===== config.mk =====
export PLATFORM = sky130hd
export DESIGN_NAME = fft_agu
export DESIGN_NICKNAME = d
export VERILOG_FILES = /design/src/rtl/fft_agu.sv
export SDC_FILE = /design/constraint.sdc
export NUM_CORES = 1
export LEC_CHECK = 0
export ABC_AREA = 0
export BUFFER_PORTS_ARGS = -buffer_cell sky130_fd_sc_hd__buf_2
export CAP_MARGIN = 5
export CORE_ASPECT_RATIO = 1.75
export CORE_MARGIN = 2
export CORE_UTILIZATION = 56
export CTS_CLUSTER_DIAMETER = 40
export DETAILED_ROUTE_END_ITERATION = 12
export GPL_ROUTABILITY_DRIVEN = 0
export PLACE_DENSITY = 0.86
export SLEW_MARGIN = 10
export SYNTH_ARGS = -nofsm -noshare
export SYNTH_HDL_FRONTEND = slang
export SYNTH_SLANG_ARGS = --single-unit

===== constraint.sdc =====
create_clock -name clk -period 3.1 [get_ports clk]
set_input_delay 0.31 -clock clk [delete_from_list [all_inputs] [get_ports clk]]
set_output_delay 0.31 -clock clk [all_outputs]
set_load 0.03 [all_outputs]

===== src/rtl/fft_agu.sv =====
// Address generator and sequencer for an in-place radix-2 DIT FFT.
// Issues butterfly read/twiddle addresses stage by stage and delays them for in-place writeback.
module fft_agu #(
  parameter int N_LOG2    = 3,
  parameter int FLUSH_CYC = 3,
  parameter int WB_LAT    = 3
) (
  input  logic              clk,
  input  logic              reset_n,
  input  logic              start,
  input  logic              hold,
  output logic              busy,
  output logic              done,
  output logic              issue_valid,
  output logic [N_LOG2-1:0] addr_a,
  output logic [N_LOG2-1:0] addr_b,
  output logic [N_LOG2-2:0] tw_addr,
  output logic [3:0]        stage,
  output logic              wb_valid,
  output logic [N_LOG2-1:0] wb_addr_a,
  output logic [N_LOG2-1:0] wb_addr_b
);

  localparam int              KW     = N_LOG2 - 1;
  localparam int              DW     = 1 + 2 * N_LOG2;
  localparam logic [KW-1:0]   K_LAST = '1;
  localparam logic [KW-1:0]   K_ONE  = KW'(1);
  localparam logic [N_LOG2-1:0] A_ONE = N_LOG2'(1);
  localparam logic [3:0]      S_LAST = 4'(N_LOG2 - 1);
  localparam logic [3:0]      F_LAST = 4'(FLUSH_CYC - 1);

  typedef enum logic [2:0] {
    S_IDLE  = 3'd0,
    S_RUN   = 3'd1,
    S_FLUSH = 3'd2,
    S_DRAIN = 3'd3,
    S_DONE  = 3'd4
  } state_t;

  state_t              state_q, state_d;
  logic [KW-1:0]       k_q, k_d;
  logic [3:0]          stg_q, stg_d;
  logic [3:0]          cnt_q, cnt_d;
  logic                busy_q, busy_d;
  logic                done_q, done_d;
  logic                iv_q, iv_d;
  logic [N_LOG2-1:0]   a_q, a_d;
  logic [N_LOG2-1:0]   b_q, b_d;
  logic [KW-1:0]       tw_q, tw_d;
  logic [3:0]          stage_q, stage_d;
  logic [DW-1:0]       dly_q [WB_LAT];
  logic [DW-1:0]       dly_d [WB_LAT];

  logic [N_LOG2-1:0]   kx_s, span_s, pos_s, grp_s, a_s, b_s;
  logic [KW-1:0]       tw_s;

  // Butterfly address math for the current (stage, k)
  always_comb begin
    kx_s   = {1'b0, k_q};
    span_s = A_ONE << stg_q;
    pos_s  = kx_s & (span_s - A_ONE);
    grp_s  = kx_s >> stg_q;
    a_s    = (grp_s << (stg_q + 4'd1)) | pos_s;
    b_s    = a_s + span_s;
    tw_s   = pos_s[KW-1:0] << (S_LAST - stg_q);
  end

  // Sequencer next-state and registered-output computation
  always_comb begin
    state_d = state_q;
    k_d     = k_q;
    stg_d   = stg_q;
    cnt_d   = cnt_q;
    busy_d  = busy_q;
    done_d  = 1'b0;
    iv_d    = 1'b0;
    a_d     = a_q;
    b_d     = b_q;
    tw_d    = tw_q;
    stage_d = stage_q;
    case (state_q)
      S_IDLE: begin
        if (start) begin
          state_d = S_RUN;
          k_d     = '0;
          stg_d   = 4'd0;
          cnt_d   = 4'd0;
          busy_d  = 1'b1;
          stage_d = 4'd0;
        end else begin
          state_d = S_IDLE;
        end
      end
      S_RUN: begin
        if (hold) begin
          iv_d = 1'b0;
        end else begin
          iv_d    = 1'b1;
          a_d     = a_s;
          b_d     = b_s;
          tw_d    = tw_s;
          stage_d = stg_q;
          // k stays at its last value through the bubbles; it wraps at the stage change
          if (k_q == K_LAST) begin
            cnt_d   = 4'd0;
            state_d = (stg_q == S_LAST) ? S_DRAIN : S_FLUSH;
          end else begin
            k_d = k_q + K_ONE;
          end
        end
      end
      S_FLUSH: begin
        if (cnt_q == F_LAST) begin
          state_d = S_RUN;
          stg_d   = stg_q + 4'd1;
          k_d     = '0;
          cnt_d   = 4'd0;
        end else begin
          cnt_d = cnt_q + 4'd1;
        end
      end
      S_DRAIN: begin
        if (cnt_q == F_LAST) begin
          state_d = S_DONE;
          cnt_d   = 4'd0;
        end else begin
          cnt_d = cnt_q + 4'd1;
        end
      end
      S_DONE: begin
        done_d  = 1'b1;
        busy_d  = 1'b0;
        state_d = S_IDLE;
        stg_d   = 4'd0;
        k_d     = '0;
      end
      default: begin
        state_d = S_IDLE;
        busy_d  = 1'b0;
      end
    endcase
  end

  // Writeback delay line shifts every cycle; the bfu pipeline has no stall
  always_comb begin
    dly_d[0] = {iv_q, a_q, b_q};
    for (int i = 1; i < WB_LAT; i++) begin
      dly_d[i] = dly_q[i-1];
    end
  end

  // State, counter and output registers
  always_ff @(posedge clk or negedge reset_n) begin
    if (!reset_n) begin
      state_q <= S_IDLE;
      k_q     <= '0;
      stg_q   <= 4'd0;
      cnt_q   <= 4'd0;
      busy_q  <= 1'b0;
      done_q  <= 1'b0;
      iv_q    <= 1'b0;
      a_q     <= '0;
      b_q     <= '0;
      tw_q    <= '0;
      stage_q <= 4'd0;
    end else begin
      state_q <= state_d;
      k_q     <= k_d;
      stg_q   <= stg_d;
      cnt_q   <= cnt_d;
      busy_q  <= busy_d;
      done_q  <= done_d;
      iv_q    <= iv_d;
      a_q     <= a_d;
      b_q     <= b_d;
      tw_q    <= tw_d;
      stage_q <= stage_d;
    end
  end

  // Delay line registers
  always_ff @(posedge clk or negedge reset_n) begin
    if (!reset_n) begin
      for (int i = 0; i < WB_LAT; i++) begin
        dly_q[i] <= '0;
      end
    end else begin
      for (int i = 0; i < WB_LAT; i++) begin
        dly_q[i] <= dly_d[i];
      end
    end
  end

  assign busy        = busy_q;
  assign done        = done_q;
  assign issue_valid = iv_q;
  assign addr_a      = a_q;
  assign addr_b      = b_q;
  assign tw_addr     = tw_q;
  assign stage       = stage_q;
  assign wb_valid    = dly_q[WB_LAT-1][DW-1];
  assign wb_addr_a   = dly_q[WB_LAT-1][2*N_LOG2-1:N_LOG2];
  assign wb_addr_b   = dly_q[WB_LAT-1][N_LOG2-1:0];

endmodule


==> results summary, run 1 <==
The total internal power is 1.21 mW. The number of top-level pins is 26. The worst setup path is captured at a register. The fraction of the yosys area taken by sequential cells came out at 0.584. The maximum number of pins on one net before global-route repair came out at 34. For this run the aggregate overflow at the end of global routing stands at 0. The number of enable flip-flop cells after synthesis came out at 0. The summed instance area of the synthesized netlist came out at 2100 um2.

The commonest cells after synthesis are sky130_fd_sc_hd__dfrtp_1, sky130_fd_sc_hd__nand2_1, sky130_fd_sc_hd__nor2_1. The clock tree from TritonCTS is built. The endpoint identified for the worst register-to-register timing path is addr_b[2]$_DFFE_PN0P_.

The clock network fraction of design power is 0.187. The combinational fraction of design power came out at 0.329. The first global-routing pass estimated 6.31 mm of wire. STA classifies the critical path startpoint as a register. The die height is 85.0 um. The static leakage power came out at 1.14 nW. Dividing total power by cell area gives a power density of 860 nW/um2. The chip width came out at 50.3 um. The switching part of the total power is 0.386.

The share of flip-flops with an asynchronous set or reset after synthesis is 1.00. The Yosys step of the flow raised 0 warnings. The number of buffers inserted by hold repair at cts is 0.

The top cell type's share of synthesized area is 0.584. In the synthesized netlist the dominant register cell turns out to be sky130_fd_sc_hd__dfrtp_1. Of the available clock period, the critical path in the final layout requires 0.800.

At the placement stage, the worst setup path has a slack of 0.676 ns. By startpoint and endpoint, the worst setup path is classified as register to register. The sum of internal, switching and leakage power is 1.97 mW. Once detailed placement completed, the half-perimeter wirelength came to 2.76 mm.

Across all layers, the routed design uses 1387 vias. The logic depth of the worst register-to-register path came out at 9. The floorplan step defined a die boundary enclosing 4270 um2. Setup repair after global routing left no endpoint under its margin. The number of port buffers came out at 25.

Clock latency on the worst-skew pair, taken at its later pin, is 0.30 ns. In this run the standard cell core region covers 3590 um2. After detailed routing, the average wire length per cell comes to 14.9 um. Summed over all instances, the cell type with the most area after synthesis is sky130_fd_sc_hd__dfrtp_1.

For the worst setup path, the data arrival time is 2.66 ns. The final critical-path setup slack came out at 0.620 ns. The number of buffers on the longest clock path came out at 2. The switching power is 0.761 mW. The number of clock buffers added by TritonCTS is 5. After technology mapping, the gate count stands at 184. The effective utilization at floorplan came out at 0.584. The number of remaining DRC errors is 0.

The maximum clock rate is 0.403 GHz. The H-tree generated during clock tree synthesis spans 2 levels. In the global route stage, overall resource usage came out at 0.195.

A synthesized cell averages 11.4 um2. The number of nets in the final layout is 213. The post-CTS setup repair buffer count came out at 0. The net count after synthesis is 195. By area the synthesized netlist is led by sky130_fd_sc_hd__dfrtp_1, sky130_fd_sc_hd__nand2_1, sky130_fd_sc_hd__ha_1. The max-cap check violation count is 0. The hold violation total from the final report came out at 0. The time the final worst path needs with I/O delays and setup is 2.48 ns. The detail route stage leaves a number of antenna-violating nets equal to 0. The measured slew at the worst slew-check pin came out at 0.674 ns. After clock tree synthesis, the clock-pin slew on the worst setup and hold paths is 0.09 ns. The antenna diode count came out at 0. The number of antenna violations at the first check in global routing came to 0.

The via count of the first global-routing pass is 1367. Of the cells placed in the final design, the portion with a size suffix greater than 1 is 0.222. The final-report setup violation count came out at 0. The count of standard-cell rows came out at 29.

Clock skew on the completed layout was measured at 0.00872 ns. The cell chosen for the clock root is sky130_fd_sc_hd__clkbuf_8. For this run, the detailed router's first-pass iteration total came to 4. The flow ran to the end, and the final reports show no timing, DRC or antenna violations. At the worst endpoint, the required time is 3.28 ns. The register-to-register setup slack is 0.62 ns. The path class of the tightest hold or removal check is input pin to async pin. The total count of max-transition violations in the final report came out at 0. After the first detailed-routing iteration, the DRC count stood at 30.

The tree built by TritonCTS fans out to 49 sinks. After detailed routing, the number of vias per cell comes to 5.57. The number of gates resized after cts came out at 0. The share of total power in sequential cells came out at 0.483.

The count of state elements after synthesis is 49. The final sum of negative setup slack came out at 0 ns. The area overhead of the layout relative to synthesis is 9.12%. The post-synthesis cell type count came out at 43. Measured against its own limit, the worst slew margin works out to 0.550. The peak ir drop on the vdd network is 0.465 mV. Along the worst path, the maximum fanout reaches 13.

sky130_fd_sc_hd__dfrtp_1 is the most common cell in the netlist. After detailed routing, the total wire length is 3.72 mm. The critical register-to-register path startpoint is stg_q[0]$_DFFE_PN0P_.
critical path, cell delays in order (launching register included):
cell	delay (ns)
sky130_fd_sc_hd__dfrtp_1	0.59
sky130_fd_sc_hd__inv_1	0.13
sky130_fd_sc_hd__ha_1	0.39
sky130_fd_sc_hd__nor2b_1	0.17
sky130_fd_sc_hd__a31oi_1	0.16
sky130_fd_sc_hd__nor2_1	0.08
sky130_fd_sc_hd__ha_1	0.20
sky130_fd_sc_hd__fa_1	0.39
sky130_fd_sc_hd__xnor2_1	0.17
sky130_fd_sc_hd__o21ai_1	0.07
registers in the layout (all words and copies together) (netlist names):
register and count:
state_q 3, issue_valid 1, dly_d 14, wb_addr_a 3
done 1, wb_valid 1, addr_a 3, addr_b 3
cnt_q 4, stg_q 4, busy 1, tw_addr 2
stage 4, wb_addr_b 3, k_q 2
worst max path at each step:
stage | cells after the start | endpoint | start
6_report | 9 | addr_b[2]$_DFFE_PN0P_ | stg_q[0]$_DFFE_PN0P_
3_5_place_dp | 9 | addr_b[2]$_DFFE_PN0P_ | stg_q[0]$_DFFE_PN0P_
4_1_cts | 9 | addr_b[2]$_DFFE_PN0P_ | stg_q[0]$_DFFE_PN0P_
2_1_floorplan | 10 | addr_b[2]$_DFFE_PN0P_ | stg_q[0]$_DFFE_PN0P_
5_1_grt | 9 | addr_b[2]$_DFFE_PN0P_ | stg_q[0]$_DFFE_PN0P_
3_3_place_gp | 9 | addr_b[2]$_DFFE_PN0P_ | stg_q[0]$_DFFE_PN0P_
through the flow:
step / hold WS, ns / utilization / instance area, um2 / cells
after floorplan: 0.0144 / - / 2100 / 184
after global placement: 0.333 / 0.612 / 2200 / 241
after detailed placement: 0.336 / 0.612 / 2200 / 241
after CTS: 0.0556 / 0.637 / 2290 / 249
after global routing: 0.0925 / 0.637 / 2290 / 249
final: 0.0385 / 0.637 / 2290 / 249
cells by family (layout without fill, tap and decap cells):
family,Yosys count,count (layout),share of synthesized area
mux,4,4,0.0215
fa+ha+maj,7,7,0.0453
compound gates,35,35,0.112
flops,49,49,0.584
simple gates,65,65,0.169
xor+xnor,4,4,0.0167
buf+inv,20,39,0.0513
cells in the final DEF (no fill, tap or decap), drive strengths merged:
| master | instances |
|---|---|
| dfrtp | 49 |
| nand2b | 1 |
| and4bb | 1 |
| or4b | 4 |
| a31oi | 2 |
| mux2 | 4 |
| clkbuf | 5 |
| and2b | 1 |
| a21oi | 5 |
| o31ai | 5 |
| a211o | 1 |
| o21bai | 2 |
| clkinvlp | 1 |
| o21ai | 11 |
| and3b | 1 |
| or3 | 1 |
| nand3 | 5 |
| clkinv | 1 |
| nor3 | 5 |
| nor2 | 11 |
| a22o | 3 |
| a21o | 2 |
| fa | 1 |
| nor2b | 5 |
| nor3b | 2 |
| xnor2 | 2 |
| nor4b | 1 |
| buf | 26 |
| o41ai | 3 |
| inv | 6 |
| ha | 6 |
| nand2 | 22 |
| and3 | 2 |
| or3b | 3 |
| xor2 | 2 |
| o32ai | 1 |
metal layers:
metal	GRT usage	wire, um
met5	0	0
met4	0.0884	99
met3	0.0370	120
met2	0.347	2040
met1	0.218	1460
power groups by stage:
stage / sequential, mW / clock, mW / combinational, mW
after floorplan: 0.991 / 0 / 0.484
after global placement: 0.955 / 0 / 0.641
after detailed placement: 0.966 / 0 / 0.654
after CTS: 0.956 / 0.382 / 0.654
after global routing: 0.981 / 0.406 / 0.714
final: 0.952 / 0.369 / 0.649
final cells by class:
class | count | area [um2]
clock buffer | 5 | 68.8
clock inverter | 3 | 21.3
fill | 292 | 1300
inverter | 5 | 18.8
multi-input combinational | 115 | 764
sequential | 49 | 1230
tap | 46 | 57.6
timing repair buffer | 26 | 133
(Power assumes the default switching activity.)
==> run 2, diff against run 1 <==
Settings changed: CORE_UTILIZATION 56 to 51, PLACE_DENSITY 0.86 to 0.83.
Clock period 3.1 ns to 2.2 ns, I/O delays scaled along.
==> results summary, run 2 (same netlist as run 1, synthesis figures left out) <==
The flip-flop count of the largest register, all copies and words added came out at 14. Walking the worst path, the cells encountered are ha_4 > nor2b_1 > a31oi_1 > nor2_1 > ha_1 > fa_1 > xnor2_1 > o21ai_1. Fill cells in the final layout number 338. STA classifies the critical path endpoint as a register. The count of standard-cell rows is 30. The die height is 88.9 um. The critical-path maximum fanout came out at 11. The number of antenna violations at the first check in global routing is 0.

For the worst-skew pair, the clock arrives at the later sink with an insertion delay of 0.30 ns. The static leakage power came out at 1.18 nW. The number of buffers on the longest clock path came out at 2. The combinational fraction of design power is 0.362. The first global-routing pass estimated 6.53 mm of wire. For this run, the detailed router's first-pass iteration total came to 4. The routed wire length per instance is 14.6 um. The number of port buffers is 25.

Of the total power, registers draw 0.458. The switching part of the total power is 0.381. STA classifies the critical path startpoint as a register. The share of cells above drive strength 1 is 0.251. The critical path in this run is classified as register to register.

Leaving out fill and tap cells, the most frequent cell in the layout is sky130_fd_sc_hd__dfrtp_1. The half-perimeter wire length of the detailed placement result came out at 2.81 mm. The peak ir drop on the vdd network came out at 0.683 mV. The signal arrival time at the worst endpoint is 2.25 ns.

The number of CTS-inserted buffers is 5. The run finished with clean final reports. The area overhead of the layout relative to synthesis is 12.8%. The post-route standard cell area excluding fillers came out at 2370 um2. On the critical path the largest part of the delay comes from adder cells.

The floorplan step defined a core boundary enclosing 3900 um2. The tool flagged a number of max-cap violations equal to 0. The number of remaining DRC errors is 0. TritonCTS built the clock tree.

The delay contributed by the slowest stage of the critical path is 0.49 ns. STA puts the critical path data required time at 2.39 ns. The clock-pin transition on the worst setup and hold timing paths is 0.08 ns. The initial DRC count is 27. The number of vias after detailed routing is 1430. The share of total power dissipated in the clock network is 0.180. The worst hold path belongs to the class input pin to register. The number of nets in the final layout is 221. The antenna diode count came out at 0. The power per cell area came out at 1190 nW/um2. The relative slew slack came out at 0.558. The H-tree was split into 2 levels. The worst-case clock skew came out at 0.00392 ns.

The chip width is 52.5 um. The final-report setup violation count came out at 0. The total count of max-transition violations in the final report is 0.

Setup repair after global routing left no endpoint under its margin. The vias per cell came out at 5.52. In this run the count of I/O pins placed on the die edge is 26. The number of buffer and inverter instances along the worst setup path came out at 0.

The total internal power is 1.74 mW. The via count of the first global-routing pass was 1374. The clock sink total is 49. The hold violation total from the final report came out at 0. The overall die area is 4660 um2. In this run the power spent charging and discharging nets is 1.08 mW. The worst setup timing slack at the placement stage came out at 0.0884 ns.

The time the final worst path needs with I/O delays and setup is 2.06 ns. The ratio of final minimum period to clock period came out at 0.936. The overflow left after global routing is 0.

The top cell types in the final layout, fill and taps aside, are sky130_fd_sc_hd__dfrtp_1, sky130_fd_sc_hd__buf_2, sky130_fd_sc_hd__nand2_1. The total wire length after detailed routing is 3.78 mm. The effective utilization at floorplan came out at 0.537.

The final critical-path setup slack came out at 0.140 ns. For the pin with the worst max-slew slack, the measured transition is 0.663 ns. Static timing analysis puts the maximum clock frequency at 0.485 GHz. The tree is rooted in a sky130_fd_sc_hd__clkbuf_8. Entering global routing, the biggest net connects 33 pins. The number of antenna-violating nets in the routed design came out at 0. In this run the post-CTS setup repair buffer count came out at 0. Adding up every negative setup slack in the final design gives 0 ns. The slowest stage of the critical path belongs to the cell sky130_fd_sc_hd__dfrtp_2. After detailed placement, the total cell area comes to 2270 um2. The global routing usage summed across all routing layers came out at 0.194.
-- run 2: cell count changes in the layout (fill, tap and decap cells not counted) --
cell / delta
sky130_fd_sc_hd__buf_4: +7
sky130_fd_sc_hd__clkbuf_1: +1
sky130_fd_sc_hd__ha_1: -1
sky130_fd_sc_hd__inv_6: -1
sky130_fd_sc_hd__ha_4: +1
sky130_fd_sc_hd__dlygate4sd3_1: +1
sky130_fd_sc_hd__dfrtp_1: -1
sky130_fd_sc_hd__clkinv_2: -1
sky130_fd_sc_hd__dfrtp_2: +1
sky130_fd_sc_hd__clkinvlp_4: +1
-- run 2: stage by stage --
| stage | cells | total power [mW] | hold slack (ns) | utilization |
|---|---|---|---|---|
| final | 259 | 2.82 | 0.250 | 0.606 |
| after floorplan | 184 | 2.10 | -0.0756 | - |
| after detailed placement | 250 | 2.34 | 0.295 | 0.581 |
| after CTS | 259 | 2.85 | 0.246 | 0.606 |
| after global routing | 259 | 3.01 | 0.276 | 0.606 |
| after global placement | 250 | 2.30 | 0.285 | 0.581 |
-- run 2: power by group through the flow --
| stage | Clock, mW | Combinational [mW] | Sequential, mW |
|---|---|---|---|
| after floorplan | 0 | 0.699 | 1.40 |
| after global placement | 0 | 1.00 | 1.30 |
| after detailed placement | 0 | 1.02 | 1.31 |
| after CTS | 0.524 | 1.03 | 1.30 |
| after global routing | 0.566 | 1.12 | 1.33 |
| final | 0.507 | 1.02 | 1.29 |
-- run 2: path summary, 6_finish.rpt --
path	from	to	slack (ns)	cells past startpoint
min reg2reg	dly_d[8]$_DFF_PN0_	dly_d[1]$_DFF_PN0_	0.35	0
min in group asynchronous	reset_n	dly_d[5]$_DFF_PN0_	0.49	2
max	stg_q[1]$_DFFE_PN0P_	addr_b[2]$_DFFE_PN0P_	0.14	8
max in group asynchronous	reset_n	done$_DFF_PN0_	1.11	3
max reg2reg	stg_q[1]$_DFFE_PN0P_	addr_b[2]$_DFFE_PN0P_	0.14	8
min	start	busy$_DFFE_PN0P_	0.25	3
-- run 2: cell type report --
| cell class | count | area (um2) | share of cell area |
|---|---|---|---|
| flip-flops and latches | 49 | 1230 | 0.519 |
| multi-input cells | 115 | 777 | 0.328 |
| repair buffers | 34 | 195 | 0.0825 |
| clock buffers | 6 | 72.6 | 0.0307 |
| well taps | 48 | 60.1 | 0.0254 |
| inverters | 5 | 18.8 | 0.00793 |
| clock inverters | 2 | 15.0 | 0.00635 |
-- run 2: worst min-delay path, delay by kind of cell --
family	cells	cell delay [ns]
AO/OA/AOI/OAI	1	0.07
AND/OR/NAND/NOR	1	0.08
buffers and inverters	1	0.14
-- run 2: per-layer routing --
layer	share of wire	track usage	wire length, um	up-vias
met2	0.53	0.322	2010	33
li1	-	-	-	683
met3	0.040	0.0490	150	14
met5	0	0	0	-
met4	0.034	0.107	127	0
met1	0.39	0.224	1490	700
-- run 2: repair_timing --
action | 4_1_cts | 5_1_grt
resized for setup | 0 | 1
hold buffers | 1 | 0
setup endpoints to repair | 0 | 1
endpoints found under the hold margin | 30 | 0
==> run 3, diff against run 2 <==
Clock period 2.2 ns to 1.7 ns, I/O delays scaled along.
==> results summary, run 3 (same netlist as run 1, synthesis figures left out) <==
The run finished, with violations left. The final reports fail on setup timing. After floorplanning, the core was divided into 30 placement rows. The library cells used most frequently in the layout, excluding fill and tap cells, are sky130_fd_sc_hd__dfrtp_1, sky130_fd_sc_hd__buf_4, sky130_fd_sc_hd__buf_2.

The standard cell core area came out at 3900 um2. The design draws 4.27 mW. The post-placement cell count is 273. For this block, the initial DRC count from the detailed router was 30.

The worst-skew pair later-pin latency came out at 0.30 ns. Counting stages on the worst path, the most repeated cell is sky130_fd_sc_hd__nand2_1. The count of TritonRoute iterations in the first routing pass is 4.

The static leakage power came out at 1.36 nW. The register-to-register setup slack came out at -0.24 ns. The path class of the tightest hold or removal check is input pin to register. Relative to the synthesized area, the layout overhead comes to 30.6%. The number of antenna-violating nets in the routed design is 0. The required time of the worst setup path is 1.90 ns. The maximum clock rate is 0.515 GHz. The share of cells above drive strength 1 is 0.467.

The routed wire length per instance is 15.8 um. For this run the aggregate overflow at the end of global routing stands at 0. The worst hold path terminates at busy$_DFFE_PN0P_. The ratio of final minimum period to clock period came out at 1.14.

TritonCTS built the clock tree. The signal arrival time at the worst endpoint came out at 2.14 ns. The number of antenna violations at the first check in global routing came to 0.

Setup violations remaining at the end of the flow were counted as 6. The number of cells traversed by the worst hold path is 3. The number of buffer and inverter instances along the worst setup path came out at 0. The final instance count without filler cells came out at 288. Detailed placement ended at an HPWL of 3.02 mm.

Counting the fill cells in the layout gives 287. VDD sags by at most 1.07 mV. The worst register-to-register path begins at stg_q[1]$_DFFE_PN0P_.

The worst setup path is of the register to register kind. The number of port buffers came out at 25. Setup repair after global routing could not meet its margin everywhere. For this design the ratio of total power to cell area is 1560 nW/um2. The number of nets in the final layout came out at 250. The number of top-level pins is 26. The final critical-path setup slack is -0.241 ns.

The flip-flop count of the largest register, all copies and words added is 14. The via count of the first global-routing pass came out at 1628. The time the final worst path needs with I/O delays and setup came out at 1.94 ns. For the pin with the worst max-slew slack, the measured transition is 0.394 ns.

The post-route standard cell area excluding fillers is 2740 um2. The cell family contributing the most delay on the critical path is adder cells. The die height came out at 88.9 um.

The total cell area at the placement stage came out at 2470 um2. The max-cap check violation count came out at 0. The global routing usage summed across all routing layers is 0.222.

The critical-path maximum fanout came out at 5. The cell chosen for the clock root is sky130_fd_sc_hd__clkbuf_8. The number of CTS-inserted buffers came out at 5.

The number of remaining DRC errors is 0. The hold violation total from the final report came out at 0. The critical path startpoint category is a register. The number of antenna diodes in the final layout is 0. The vias per cell came out at 5.51. The logic depth of the worst register-to-register path is 8.

The total wire length after detailed routing is 4.56 mm. The number of vias after detailed routing came out at 1588. The wire length of the first global-routing pass is 7.47 mm. Entering global routing, the biggest net connects 50 pins.

The number of buffers on the longest clock path is 2. The clock tree synthesis step divided the H-tree into 2 levels. The origin of the worst min-delay path is start. The delay contributed by the slowest stage of the critical path is 0.46 ns. The total count of max-transition violations in the final report was 0.

Measured against its own limit, the worst slew margin works out to 0.735. The signal on the critical path passes through ha_4 > nor2b_4 > a31oi_2 > nor2_2 > ha_2 > fa_2 > nand2_1 > nand2_1. For this configuration, the core starts out at a cell density of 0.537. After clock tree synthesis, the clock-pin slew on the worst setup and hold paths is 0.09 ns.

The largest individual stage delay along the critical path comes from the cell sky130_fd_sc_hd__dfrtp_2. The overall die area came out at 4660 um2. The kind of end point of the critical path is a register. The worst-case clock skew is 0.00879 ns. CTS saw 49 sinks. The chip width is 52.5 um. In this run the critical register-to-register path is captured at addr_b[1]$_DFFE_PN0P_. Leaving out fill and tap cells, the most frequent cell in the layout is sky130_fd_sc_hd__dfrtp_1.
-- run 3: cell types whose count changed in the layout (fill, tap and decap cells not counted), moves of 3 or more --
| cell | delta |
|---|---|
| sky130_fd_sc_hd__buf_4 | +25 |
| sky130_fd_sc_hd__nand2_1 | -4 |
| sky130_fd_sc_hd__buf_6 | +3 |
| sky130_fd_sc_hd__nand2_2 | +3 |
| sky130_fd_sc_hd__dfrtp_2 | +3 |
| sky130_fd_sc_hd__dfrtp_1 | -3 |
| sky130_fd_sc_hd__o21ai_0 | -4 |
-- run 3: per-layer routing --
metal | wire length [um] | vias up | share of wire | GRT usage
met3 | 194 | 16 | 0.043 | 0.0473
met4 | 168 | 0 | 0.037 | 0.133
met5 | 0 | - | 0 | 0
li1 | - | 742 | - | -
met2 | 2580 | 50 | 0.57 | 0.399
met1 | 1610 | 780 | 0.35 | 0.227
-- run 3: worst max-delay path by stage --
stage	startpoint	to	slack (ns)	cells after the start
finish	stg_q[1]$_DFFE_PN0P_	addr_b[1]$_DFFE_PN0P_	-0.24	8
global route	stg_q[1]$_DFFE_PN0P_	addr_b[1]$_DFFE_PN0P_	-0.33	8
CTS	stg_q[1]$_DFFE_PN0P_	addr_b[1]$_DFFE_PN0P_	-0.23	8
detailed placement	stg_q[0]$_DFFE_PN0P_	addr_b[1]$_DFFE_PN0P_	-0.22	9
global placement	stg_q[0]$_DFFE_PN0P_	addr_b[1]$_DFFE_PN0P_	-0.15	9
floorplan	stg_q[0]$_DFFE_PN0P_	addr_b[1]$_DFFE_PN0P_	-0.30	10
-- run 3: worst min-delay path: stages --
cell and delay (ns):
sky130_fd_sc_hd__buf_2 0.12, sky130_fd_sc_hd__a21oi_1 0.07, sky130_fd_sc_hd__nor2_1 0.08
-- run 3: repair_timing --
action                                 4_1_cts  5_1_grt
resized for setup                            9       25
hold buffers                                 1        0
setup buffers                                5        1
setup endpoints to repair                   10        8
pin swaps                                    7        6
endpoints found under the hold margin       49        0
-- run 3: cell type report --
type	count	area (um2)	area share
timing repair buffer	63	437	0.159
multi-input combinational	115	900	0.328
tap	48	60.1	0.0219
inverter	5	21.3	0.00776
clock inverter	3	22.5	0.00822
clock buffer	5	68.8	0.0251
sequential	49	1230	0.449
-- run 3: through the flow --
stage          worst slack [ns]  setup TNS, ns   util  hold slack (ns)
6_report                 -0.241         -0.853  0.702            0.173
3_5_place_dp             -0.215         -0.775  0.633            0.180
4_1_cts                  -0.233         -0.829  0.675            0.178
3_3_place_gp             -0.154         -0.443  0.633            0.171
5_1_grt                  -0.326          -1.25  0.702            0.192
2_1_floorplan            -0.296         -0.589      -           -0.126
-- run 3: power by group --
| part | total, mW | internal, mW | switching (mW) |
|---|---|---|---|
| sequential | 1.65 | 1.49 | 0.155 |
| clock | 0.676 | 0.289 | 0.388 |
| combinational | 1.94 | 0.866 | 1.08 |
| total | 4.27 | 2.65 | 1.62 |
